**config.mk**
```make
export PLATFORM = sky130hd
export DESIGN_NAME = pulse_channel_arbiter_flat
export DESIGN_NICKNAME = d
export VERILOG_FILES = /design/src/rtl/pulse_channel_arbiter_if.sv /design/src/rtl/pulse_channel_arbiter.sv /design/src/flat_wrapper.sv
export SDC_FILE = /design/constraint.sdc
export NUM_CORES = 1
export LEC_CHECK = 0
export ABC_AREA = 1
export BUFFER_PORTS_ARGS = -buffer_cell sky130_fd_sc_hd__buf_2
export CORE_AREA = 2 2 61 86
export CTS_BUF_LIST = sky130_fd_sc_hd__clkbuf_16
export DETAILED_ROUTE_END_ITERATION = 12
export DIE_AREA = 0 0 63 88
export GPL_TIMING_DRIVEN = 1
export HOLD_SLACK_MARGIN = 0.02
export PLACE_DENSITY = 0.48
export SYNTH_ARGS = -nofsm -noshare
export SYNTH_HDL_FRONTEND = slang
export SYNTH_SLANG_ARGS = --single-unit
```
**constraint.sdc**
```tcl
create_clock -name clk -period 1.35 [get_ports clk]
set_input_delay 0.0675 -clock clk [delete_from_list [all_inputs] [get_ports clk]]
set_output_delay 0.0675 -clock clk [all_outputs]
set_load 0.01 [all_outputs]
```
**src/rtl/pulse_channel_arbiter_if.sv**
```systemverilog
// Handshake bundle between the event sources / slow-domain echo and the
// pulse channel arbiter. The master modport is the arbiter's own view.
interface pulse_channel_arbiter_if #(
  parameter int REQ_NUM  = 4,
  parameter int ID_WIDTH = 2
);
  logic [REQ_NUM-1:0]  req_i;
  logic                ack_i;
  logic                pulse_o;
  logic [ID_WIDTH-1:0] id_o;
  logic [REQ_NUM-1:0]  pend_o;
  logic [REQ_NUM-1:0]  done_o;
  logic                error_o;

  modport master (
    input  req_i, ack_i,
    output pulse_o, id_o, pend_o, done_o, error_o
  );

  modport slave (
    output req_i, ack_i,
    input  pulse_o, id_o, pend_o, done_o, error_o
  );
endinterface

```
**src/rtl/pulse_channel_arbiter.sv**
```systemverilog
// Round-robin arbiter sharing one four-phase CDC pulse channel between
// REQ_NUM fast-domain event sources. One event is in flight at a time; the
// slow domain echoes pulse_o back on ack_i, which is resynchronised here.
//
// Optional build macro PULSE_ARB_TIMEOUT_EN: bounds each handshake phase to
// TIMEOUT_CYCLES, dropping the event and strobing error_o on expiry. Without
// it the arbiter waits for ack forever and error_o is tied low.
//
// state   | meaning
// IDLE    | channel free; grant next pending source if any
// ASSERT  | pulse_o high; wait for ack echo and minimum hold time
// RELEASE | pulse_o low; wait for ack echo to drop, then strobe done_o
module pulse_channel_arbiter #(
  parameter int REQ_NUM        = 4,
  parameter int ID_WIDTH       = 2,
  parameter int HOLD_CYCLES    = 4,
  parameter int CNT_WIDTH      = 4,
  parameter int TIMEOUT_CYCLES = 12
) (
  input logic                    clk,
  input logic                    rst,
  pulse_channel_arbiter_if.master bus
);

  localparam int IDX_W = (REQ_NUM > 1) ? $clog2(REQ_NUM) : 1;
  localparam int CNT_NEED = (HOLD_CYCLES > TIMEOUT_CYCLES) ? HOLD_CYCLES : TIMEOUT_CYCLES;
  localparam logic [CNT_WIDTH-1:0] HOLD_LAST = CNT_WIDTH'(HOLD_CYCLES - 1);
  localparam logic [CNT_WIDTH-1:0] CNT_MAX   = '1;

  if ((CNT_NEED - 1) > ((2 ** CNT_WIDTH) - 1) || (2 ** ID_WIDTH) < REQ_NUM) begin : g_param_check
    $error("pulse_channel_arbiter: CNT_WIDTH or ID_WIDTH too small for the parameters");
  end

  typedef enum logic [1:0] {IDLE, ASSERT, RELEASE} state_t;

  state_t               state;
  logic                 ack_q1;
  logic                 ack_s;
  logic [REQ_NUM-1:0]   pend_q;
  logic [REQ_NUM-1:0]   done_q;
  logic [REQ_NUM-1:0]   grant_clr;
  logic [ID_WIDTH-1:0]  id_q;
  logic [ID_WIDTH-1:0]  ptr_q;
  logic [ID_WIDTH-1:0]  grant_idx;
  logic                 grant_vld;
  logic                 pulse_q;
  logic [CNT_WIDTH-1:0] hold_cnt;
  int                   cand;

`ifdef PULSE_ARB_TIMEOUT_EN
  localparam logic [CNT_WIDTH-1:0] TOUT_LAST = CNT_WIDTH'(TIMEOUT_CYCLES - 1);
  logic [CNT_WIDTH-1:0] tout_cnt;
  logic                 error_q;
`endif

  // Two-flop synchronizer for the slow-domain ack echo.
  always_ff @(posedge clk or posedge rst) begin
    if (rst) begin
      ack_q1 <= 1'b0;
      ack_s  <= 1'b0;
    end else begin
      ack_q1 <= bus.ack_i;
      ack_s  <= ack_q1;
    end
  end

  // Round-robin pick: scan offsets from farthest to nearest so the first
  // pending index after the pointer is the one left standing.
  always_comb begin
    grant_vld = 1'b0;
    grant_idx = '0;
    cand      = 0;
    for (int k = REQ_NUM; k >= 1; k--) begin
      cand = (int'(ptr_q) + k) % REQ_NUM;
      if (pend_q[IDX_W'(cand)]) begin
        grant_vld = 1'b1;
        grant_idx = ID_WIDTH'(cand);
      end
    end
  end

  assign grant_clr = (state == IDLE && grant_vld) ? (REQ_NUM'(1) << grant_idx) : '0;

  // Pending flags: a new event on the grant edge survives the clear.
  always_ff @(posedge clk or posedge rst) begin
    if (rst) begin
      pend_q <= '0;
    end else begin
      pend_q <= (pend_q & ~grant_clr) | bus.req_i;
    end
  end

  // Handshake FSM with registered channel outputs.
  always_ff @(posedge clk or posedge rst) begin
    if (rst) begin
      state    <= IDLE;
      pulse_q  <= 1'b0;
      id_q     <= '0;
      ptr_q    <= ID_WIDTH'(REQ_NUM - 1);
      hold_cnt <= '0;
      done_q   <= '0;
`ifdef PULSE_ARB_TIMEOUT_EN
      tout_cnt <= '0;
      error_q  <= 1'b0;
`endif
    end else begin
      done_q <= '0;
`ifdef PULSE_ARB_TIMEOUT_EN
      error_q <= 1'b0;
`endif
      case (state)
        IDLE: begin
          if (grant_vld) begin
            id_q     <= grant_idx;
            ptr_q    <= grant_idx;
            pulse_q  <= 1'b1;
            hold_cnt <= '0;
`ifdef PULSE_ARB_TIMEOUT_EN
            tout_cnt <= '0;
`endif
            state    <= ASSERT;
          end
        end
        ASSERT: begin
          if (hold_cnt != CNT_MAX) hold_cnt <= hold_cnt + 1'b1;
`ifdef PULSE_ARB_TIMEOUT_EN
          if (tout_cnt != CNT_MAX) tout_cnt <= tout_cnt + 1'b1;
`endif
          if (ack_s && hold_cnt >= HOLD_LAST) begin
            pulse_q  <= 1'b0;
            hold_cnt <= '0;
`ifdef PULSE_ARB_TIMEOUT_EN
            tout_cnt <= '0;
`endif
            state    <= RELEASE;
          end
`ifdef PULSE_ARB_TIMEOUT_EN
          else if (!ack_s && tout_cnt >= TOUT_LAST) begin
            pulse_q <= 1'b0;
            error_q <= 1'b1;
            state   <= IDLE;
          end
`endif
        end
        RELEASE: begin
          if (!ack_s) begin
            done_q <= REQ_NUM'(1) << id_q;
            state  <= IDLE;
          end
`ifdef PULSE_ARB_TIMEOUT_EN
          else if (tout_cnt >= TOUT_LAST) begin
            error_q <= 1'b1;
            state   <= IDLE;
          end else begin
            tout_cnt <= tout_cnt + 1'b1;
          end
`endif
        end
        default: state <= IDLE;
      endcase
    end
  end

  assign bus.pulse_o = pulse_q;
  assign bus.id_o    = id_q;
  assign bus.pend_o  = pend_q;
  assign bus.done_o  = done_q;
`ifdef PULSE_ARB_TIMEOUT_EN
  assign bus.error_o = error_q;
`else
  assign bus.error_o = 1'b0;
`endif

endmodule
```
**src/flat_wrapper.sv**
```systemverilog
// flat-port wrapper written by rule: the top's interface ports become plain ports
module pulse_channel_arbiter_flat 
#(
  parameter int REQ_NUM        = 4,
  parameter int ID_WIDTH       = 2,
  parameter int HOLD_CYCLES    = 4,
  parameter int CNT_WIDTH      = 4,
  parameter int TIMEOUT_CYCLES = 12
)
  (clk, rst, bus_req_i, bus_ack_i, bus_pulse_o, bus_id_o, bus_pend_o, bus_done_o, bus_error_o);
  pulse_channel_arbiter_if #(.REQ_NUM(REQ_NUM), .ID_WIDTH(ID_WIDTH)) bus_i ();
  input logic clk;
  input logic rst;
  input wire logic [$bits(bus_i.req_i)-1:0] bus_req_i;
  input wire logic [$bits(bus_i.ack_i)-1:0] bus_ack_i;
  output wire logic [$bits(bus_i.pulse_o)-1:0] bus_pulse_o;
  output wire logic [$bits(bus_i.id_o)-1:0] bus_id_o;
  output wire logic [$bits(bus_i.pend_o)-1:0] bus_pend_o;
  output wire logic [$bits(bus_i.done_o)-1:0] bus_done_o;
  output wire logic [$bits(bus_i.error_o)-1:0] bus_error_o;
  assign bus_i.req_i = bus_req_i;
  assign bus_i.ack_i = bus_ack_i;
  assign bus_pulse_o = bus_i.pulse_o;
  assign bus_id_o = bus_i.id_o;
  assign bus_pend_o = bus_i.pend_o;
  assign bus_done_o = bus_i.done_o;
  assign bus_error_o = bus_i.error_o;
  pulse_channel_arbiter #(.REQ_NUM(REQ_NUM), .ID_WIDTH(ID_WIDTH), .HOLD_CYCLES(HOLD_CYCLES), .CNT_WIDTH(CNT_WIDTH), .TIMEOUT_CYCLES(TIMEOUT_CYCLES)) u_core (.clk(clk), .rst(rst), .bus(bus_i));
endmodule
```
==> metrics <==
Pre-antenna DRT Iters=4; worst hold path class=reg -> reg; gr usage total=10.6%; Yosys warning count=0; Clock Pin Slew Worst Setup and Hold Paths=0.06 ns; P_leak=0.936 nW; area of the mapped netlist=1140 sq um; vias in the first global route=1081; top cell type's share of synthesized area=41.5%; setup slack at placement=-0.324 ns; final instance area=1790 sq um; largest net degree at the start of global routing=22; Starting DRT DRC Count=29; clk root buf=clkbuf_16; Initial Utilization=24.0%; wire per inst=10.0 um; Worst Setup End Kind=register; # diodes=0; Clock Tree Buf Depth=2; total of max-cap violations=0; number of flops mapped to enable cells by yosys=0; post-synthesis mux area share=0%; XOR/XNOR Fraction of Synth Area=0%; Tot Pwr=4.86 mW; flop2flop setup slack=-0.29 ns; Die Area=5540 sq um; detailed-placement wirelength estimate=1990 um; fin crit share=121%; Post-Synth Simple-Gate Area=35.6%; Final Max Tran Viols=0; Synth area leader=dfrtp_1; DIE HEIGHT=88 um; Core ar.=4770 sq um; initial antenna violation count=0; layout cell share with drive strength beyond 1=48.0%; worst hold slack=0.372 ns; post-route ant nets=0; num ports=19; Die Wd=63 um; most frequent cells after synthesis=nand2_1, inv_1, dfrtp_1, nand3_1, o21ai_1; Worst EP required=1.50 ns; FILL cells=497; largest family of logic cells by synthesized area=simple AND/OR/NAND/NOR gates; failing checks=negative setup slack; Synth area leaders=dfrtp_1, nand2_1, inv_1; Mean Syn Cell Area=7.68 sq um; placed cell area=1490 sq um; Synth async-reset ratio=100%; CTS buffer count=3; # DRC=0; Mapped Nets=157; Worst Path Class, Setup=reg -> reg; fin worst setup slack=-0.285 ns; Crit path arrival time=1.78 ns; GPL Wtd Cong=0.808; Layout Nets=209; total grt overflow=0; Via density=4.06; first-pass GRT wire length=4640 um; RSZ-0062 raised after global routing=yes; outcome=complete, but fails checks; fmax=0.612 GHz; crit path time final=1.64 ns; most common cell in the netlist=nand2_1; CTS tree=built; pwr/cell area=2710 nW/um^2; Final setup viols=15; via count=1073; Core Rows=30; synthesized flop and latch total=21; number of hold violations in the final report=0; Synth cell types=25; sequential element share of the synthesized area=46.1%; htree depth=1; Total Routed Length=2640 um; Final Skew=0.00445 ns; P&R area growth vs syn=56.4%; Post-Synth Adder-Cell Area=1.09%; Max IR drop VDD=0.00100 V; Critical Path Start Type=register; Sinks on Clock Net=21; cell count after synthesis=149; clk_lat worst skew=0.25 ns; ys flop type=dfrtp_1; CP max FO=5; IO Port Bufs=17; area fraction in compound gates after synthesis=5.90%
-- cells in the final DEF, fill, tap and decap left out, types with 2 or more instances in the layout --
cell type and instances:
nand2_1 35, buf_4 23, inv_1 19, dfrtp_1 19, nand2_2 18, buf_2 17
nand2_4 7, o21ai_1 7, nand3_2 6, dlygate4sd3_1 6, inv_2 4, nor4_1 4
nand4_1 4, nor2_2 3, nand3_1 3, clkbuf_16 3, nor2_4 2, nor2_1 2
buf_12 2, dfstp_2 2
-- report_power, final --
part           switching (mW)  internal [mW]  total [mW]
logic                    1.76           1.40        3.16
clock network           0.235          0.401       0.636
registers               0.196          0.866        1.06
-- logic make-up after synthesis --
group                    after synthesis
AND/OR/NAND/NOR                       87
buffers and inverters                 27
flip-flops                            21
AO/OA/AOI/OAI                         12
adder cells (fa/ha/maj)                1
other                                  1
-- registers in the layout (all words and copies together) (netlist names) --
signal              count
u_core.bus.pend_o       4
u_core.ack_s            1
u_core.ack_q1           1
u_core.hold_cnt         4
u_core.bus.id_o         2
u_core.state            2
u_core.ptr_q            2
u_core.bus.pulse_o      1
u_core.bus.done_o       4
-- metal layers --
layer / share of wire [%] / up-vias / track usage [%]
met1: 40 / 485 / 11.6
li1: - / 570 / -
met4: 1.2 / 0 / 3.64
met3: 2.0 / 4 / 1.67
met5: 0 / - / 0
met2: 57 / 14 / 20.5
-- cell type report --
cell class	count	area (sq um)	share of cell area, %
clock inverters	1	7.51	0.419
well taps	64	80.1	4.47
inverters	24	97.6	5.45
multi-input cells	101	627	35.0
clock buffers	3	75.1	4.19
repair buffers	49	369	20.6
flip-flops and latches	21	528	29.5
repair inverters	1	6.26	0.349
-- worst max-delay path: stages (launching register included) --
cell and delay, ns:
dfstp_2 0.57, buf_12 0.13, inv_8 0.04, nand2_2 0.07, nand2_4 0.06, nand2_2 0.07, nand2_2 0.08, nand2_2 0.08
nand3_2 0.11, nand2_4 0.12, nand3_1 0.09, nand2_1 0.07, nand2_1 0.04
-- metrics by stage --
| step | setup TNS (ns) | std cells | utilization [%] |
|---|---|---|---|
| 2_1_floorplan | -1.74 | 149 | - |
| 3_3_place_gp | -3.87 | 248 | 31.3 |
| 3_5_place_dp | -4.03 | 248 | 31.3 |
| 4_1_cts | -3.69 | 263 | 36.8 |
| 5_1_grt | -5.46 | 264 | 37.6 |
| 6_report | -3.75 | 264 | 37.6 |
-- what timing repair did --
action                                  CTS  global route
cloned                                    1             0
buffers inserted                          4             1
pin swaps                                 8             0
endpoints found under the hold margin    24             0
hold buffers                              6             0
gates resized for setup                  23             8
endpoints found under the setup margin   15            15
-- final timing paths --
path,endpoint,cells past startpoint,start
min,u_core.ack_s,0,u_core.ack_q1
max reg2reg,u_core.bus.pend_o[3],12,u_core.ptr_q[0]
max in group asynchronous,u_core.ptr_q[0],4,rst
min reg2reg,u_core.ack_s,0,u_core.ack_q1
min in group asynchronous,u_core.ack_q1,4,rst
max,u_core.bus.pend_o[3],12,u_core.ptr_q[0]
(Power assumes the default switching activity.)
